[config.mk]
export PLATFORM = sky130hd
export DESIGN_NAME = cache_port_arbiter
export DESIGN_NICKNAME = d
export VERILOG_FILES = /design/src/rtl/cache_port_arbiter.sv
export SDC_FILE = /design/constraint.sdc
export NUM_CORES = 1
export LEC_CHECK = 0
export BUFFER_PORTS_ARGS = -buffer_cell sky130_fd_sc_hd__buf_2
export CORE_UTILIZATION = 45
export CTS_BUF_LIST = sky130_fd_sc_hd__clkbuf_2 sky130_fd_sc_hd__clkbuf_4 sky130_fd_sc_hd__clkbuf_8
export DETAILED_ROUTE_END_ITERATION = 16
export PLACE_DENSITY = 0.87
export REMOVE_ABC_BUFFERS = 1
export SLEW_MARGIN = 5
export SYNTH_ARGS = -nofsm -noshare
export SYNTH_HDL_FRONTEND = slang
export SYNTH_SLANG_ARGS = --single-unit
[constraint.sdc]
create_clock -name sys_clk -period 1.5 [get_ports sys_clk]
set_input_delay 0.15 -clock sys_clk [delete_from_list [all_inputs] [get_ports sys_clk]]
set_output_delay 0.15 -clock sys_clk [all_outputs]
set_load 0.02 [all_outputs]
[src/rtl/cache_port_arbiter.sv]
// Two-requester front end for the cache CPU-side port: round-robin grant, one
// transaction in flight, request fields latched at grant, per-transaction watchdog.
module cache_port_arbiter #(
  parameter int TIMEOUT_BITWIDTH = 8,
  parameter int ADDR_BITWIDTH    = 32
) (
  input  logic                     sys_clk,
  input  logic                     sys_rst_n,
  input  logic                     p0_req,
  input  logic [ADDR_BITWIDTH-1:0] p0_addr,
  output logic [31:0]              p0_rdata,
  output logic                     p0_done,
  input  logic                     p1_req,
  input  logic [ADDR_BITWIDTH-1:0] p1_addr,
  input  logic [31:0]              p1_wdata,
  input  logic [3:0]               p1_we,
  output logic [31:0]              p1_rdata,
  output logic                     p1_done,
  output logic [ADDR_BITWIDTH-1:0] c_address,
  output logic [31:0]              c_data_in,
  output logic [3:0]               c_write_enable,
  input  logic [31:0]              c_data_out,
  input  logic                     c_data_out_ready,
  input  logic                     c_busy,
  output logic                     grant,
  output logic                     timeout_err
);

  typedef enum logic [1:0] {S_IDLE, S_ISSUE, S_WAIT, S_DONE} state_t;

  localparam logic [TIMEOUT_BITWIDTH-1:0] WD_MAX = '1;

  state_t                      state;
  logic [TIMEOUT_BITWIDTH-1:0] watchdog;

  logic        pick;
  logic        hit;
  logic        expire;
  logic [31:0] cmpl_data;

  // On a tie the port that did not own the last transaction wins.
  always_comb begin
    pick      = (p0_req && p1_req) ? ~grant : p1_req;
    hit       = !c_busy && c_data_out_ready;
    expire    = !hit && (watchdog == WD_MAX - 1'b1);
    cmpl_data = hit ? c_data_out : 32'hDEAD_BEEF;
  end

  always_ff @(posedge sys_clk or negedge sys_rst_n) begin
    if (!sys_rst_n) begin
      state          <= S_IDLE;
      watchdog       <= '0;
      c_address      <= '0;
      c_data_in      <= '0;
      c_write_enable <= '0;
      p0_done        <= 1'b0;
      p1_done        <= 1'b0;
      p0_rdata       <= '0;
      p1_rdata       <= '0;
      grant          <= 1'b1;
      timeout_err    <= 1'b0;
    end else begin
      p0_done <= 1'b0;
      p1_done <= 1'b0;
      case (state)
        S_IDLE: begin
          if (p0_req || p1_req) begin
            grant <= pick;
            if (pick) begin
              c_address      <= p1_addr;
              c_data_in      <= p1_wdata;
              c_write_enable <= p1_we;
            end else begin
              c_address      <= p0_addr;
              c_data_in      <= '0;
              c_write_enable <= '0;
            end
            state <= S_ISSUE;
          end
        end
        S_ISSUE: begin
          watchdog <= '0;
          state    <= S_WAIT;
        end
        S_WAIT: begin
          watchdog <= watchdog + 1'b1;
          // Expiry completes the transaction with a poison word so the requester never hangs.
          if (hit || expire) begin
            c_write_enable <= '0;
            state          <= S_DONE;
            if (expire) timeout_err <= 1'b1;
            if (grant) begin
              p1_rdata <= cmpl_data;
              p1_done  <= 1'b1;
            end else begin
              p0_rdata <= cmpl_data;
              p0_done  <= 1'b1;
            end
          end
        end
        S_DONE: begin
          state <= S_IDLE;
        end
        default: state <= S_IDLE;
      endcase
    end
  end

endmodule

==> summary.txt <==
Run status
  – Status: finished, violations left
  – Failing checks: setup timing

Cells and area
  – Post-Route Utilization: 0.7775
  – Share of cells above drive strength 1: 0.4784
  – # fillers: 748
  – Area growth, synth to finish: 66.65%
  – Non-filler cells, final: 1205
  – Nets: 1147

Clocking
  – CTS tree: built
  – H-tree Lvls: 4
  – Clock Sink Count: 146
  – CTS max path bufs: 2
  – Clock-pin slew on the worst setup and hold paths: 0.09 ns
  – CTS Root Cell: clkbuf_8
  – TritonCTS Buffers: 17
  – Clock latency on the worst-skew pair: 0.47 ns

STA
  – Final worst path period need: 1.626 ns
  – Setup WS post-layout: -0.1256 ns
  – Setup tns final: -0.7696 ns
  – Final Hold Fails: 0
  – RSZ-0062 raised after global routing: yes
  – Final period utilization: 1.084
  – Worst-case clock skew: 0.01926 ns
  – Slew @ Worst Pin: 0.4580 ns
  – Max Clock Freq: 615.1 MHz
  – Final Hold Slack: 0.01875 ns
  – Max Slew Vio Count: 0
  – Final setup violation count: 34
  – Max-slew headroom: 0.6935

Global routing
  – Vias in the first global route: 6674
  – Top Usage Layer GRT: met2
  – Met3 Track Usage GR: 0.1050
  – Grt ovf: 0
  – GRT Util Overall: 0.3068
  – Global-route wire length before repair: 34660 um
  – Largest net degree at the start of global routing: 56
  – M1 GR Usage: 0.3370
  – Initial antenna violation count: 4
  – Grt met2 use: 0.5232

Placed design
  – RD Place Congestion: 0.8239
  – Dpl hpwl: 13380 um
  – Placed Instances: 1023
  – Port bufs: 273
  – Pre-CTS setup slack: -0.09781 ns

Setup path
  – Startpoint Class: flip-flop
  – Worst R2R Start: state[0]
  – Crit path buf inv count: 3
  – Max FO, Critical Path: 24
  – R2R Path End: p0_rdata[11]
  – FF-to-FF path depth: 7
  – Slowest CP cell: dfrtp_1
  – Critical Path AT: 1.99 ns
  – Worst-path cell chain: inv_2, ha_4, buf_6, nor2b_2, buf_12, o22ai_2, a21oi_2
  – Largest delay share family, worst path: buffers and inverters
  – R2R Setup Slk: -0.13 ns
  – Worst Path Required: 1.86 ns
  – WS Path Type: reg -> reg
  – Worst setup EP type: flip-flop
  – Worst path max stage delay: 0.40 ns

Synth
  – Yosys reg bits: 146
  – Number of flops mapped to enable cells by yosys: 0
  – Post-synth ARST share: 1.000
  – Most common cell in the netlist: dfrtp_1
  – Yosys top cell by area: dfrtp_1
  – Ys Warns: 0
  – Synth unique cells: 45
  – Post-synth top cells: dfrtp_1 (145), inv_1 (54), a22o_1 (49), o22ai_1 (49), nand2_1 (43)
  – Netlist Area Pre-Place: 0.006551 mm2
  – Dominant synthesized flop cell: dfrtp_1
  – Synth top area cells: dfrtp_1 (55%), a22o_1 (6.6%), a21oi_2 (5.3%), mux2i_1 (5.2%), o22ai_1 (4.7%)
  – Syn_area_per_cell: 11.35 um2
  – Yosys top cell area share: 0.5539
  – Post-synthesis sequential area ratio: 0.5579
  – Gate Count Post-Synth: 577

Power
  – Max VDD drop: 1316 uV
  – Leakage power: 5.177 nW
  – Power per cell area: 1803 mW/mm2

Floorplanning
  – Die footprint: 0.01505 mm2
  – Die width: 122.7 um
  – IO Pins: 274
  – # rows: 43
  – Initial core utilization: 0.4665
  – Area of the core: 0.01404 mm2
  – Vert. Die Dim: 122.7 um

Detailed routing
  – Number of DRC markers in iteration 0: 741
  – DR WL/cell: 24.84 um
  – Routed Antenna Nets: 0
  – Total Wirelength: 29930 um
  – Drt pass-1 iters: 5
  – DRC violation count after routing: 0
  – Total vias in the final route: 7424
  – Number of vias per cell: 6.161

Hold path
  – Hold Crit Depth: 3
  – Worst Hold Class: in -> reg
  – Worst hold endpoint: p0_rdata[8]
  – Hold_sp: c_data_out[8]

Flow run
  – Max-cap check violation count: 0
==> worst max-delay path by stage <==
stage                            from            to  slack, ns  depth (start not counted)
final                        state[0]  p0_rdata[11]      -0.13                          7
after detailed placement     state[0]  p0_rdata[14]       -0.1                          6
after floorplan                p1_req  c_address[0]      -2.14                          2
after CTS                    state[0]   watchdog[6]      -0.01                          5
after global routing         state[0]  p0_rdata[11]      -0.17                          7
after global placement    watchdog[0]  p0_rdata[14]      -0.03                          6
==> metal layers <==
metal / part of all wire / wire length, um
met1: 0.33 / 9859
met2: 0.48 / 14220
met3: 0.12 / 3550
met4: 0.077 / 2299
met5: 0.00010 / 3
==> state kept, by name, indices dropped and copies added (netlist names) <==
name and count:
p1_done 1, p1_rdata 32, p0_rdata 32, timeout_err 1, c_address 32, p0_done 1, watchdog 8, c_write_enable 4
state 2, c_data_in 32, grant 1
==> logic make-up (layout without fill, tap and decap cells) <==
family                   after synthesis  count (layout)  synth area share
AO/OA/AOI/OAI                        221             223            0.2477
flip-flops                           146             146            0.5579
buffers and inverters                 99             538           0.08021
AND/OR/NAND/NOR                       72              72           0.05329
multiplexers                          34              34           0.05195
adder cells (fa/ha/maj)                4               4          0.007640
XOR/XNOR                               1               1          0.001337
other                                  0               7                 0
==> worst reg2reg max path: stages, from the launching register on <==
cell and delay [ns]:
dfrtp_1 0.40, inv_2 0.10, ha_4 0.16, buf_6 0.12, nor2b_2 0.18, buf_12 0.22, o22ai_2 0.13, a21oi_2 0.23
==> cells in the final DEF (no fill, tap or decap), types with 11 or more instances in the layout <==
cell           instances
o22ai_4               22
buf_4                 28
mux2i_1               32
dlygate4sd3_1        113
a21o_1                17
buf_2                271
buf_12                15
nand2_1               43
o21ai_0               28
inv_1                 50
clkbuf_16             11
a22o_1                49
buf_6                 11
clkbuf_8              17
dfrtp_1              145
o22ai_2               18
a21oi_2               47
==> power by group <==
part	internal (mW)	total, mW	switching (mW)
sequential	5.11	6.20	1.08
clock	1.53	3.30	1.78
combinational	4.46	10.2	5.72
==> what timing repair did <==
action                                  CTS  global route
hold endpoints to repair                253             1
setup buffers                             2             9
hold buffers                            112             1
cloned                                    1            19
pin swaps                                 3            38
endpoints found under the setup margin   68           135
gates resized for setup                  18           108
==> layout make-up <==
cell class,instances,area (um2),area share
sequential,146,3655,0.3347
antenna,7,17.52,0.001604
timing repair buffer,452,3442,0.3153
multi-input combinational,334,2968,0.2718
clock buffer,17,234.0,0.02143
clock inverter,15,173.9,0.01593
inverter,54,202.7,0.01857
tap,180,225.2,0.02063
==> through the flow <==
stage	power [mW]	instance area, um2
after global routing	20.32	10910
after detailed placement	13.11	8305
after floorplan	10.39	6228
after global placement	12.87	8305
after CTS	16.71	9918
final	19.68	10920
Power figures use the tool's default switching activity.
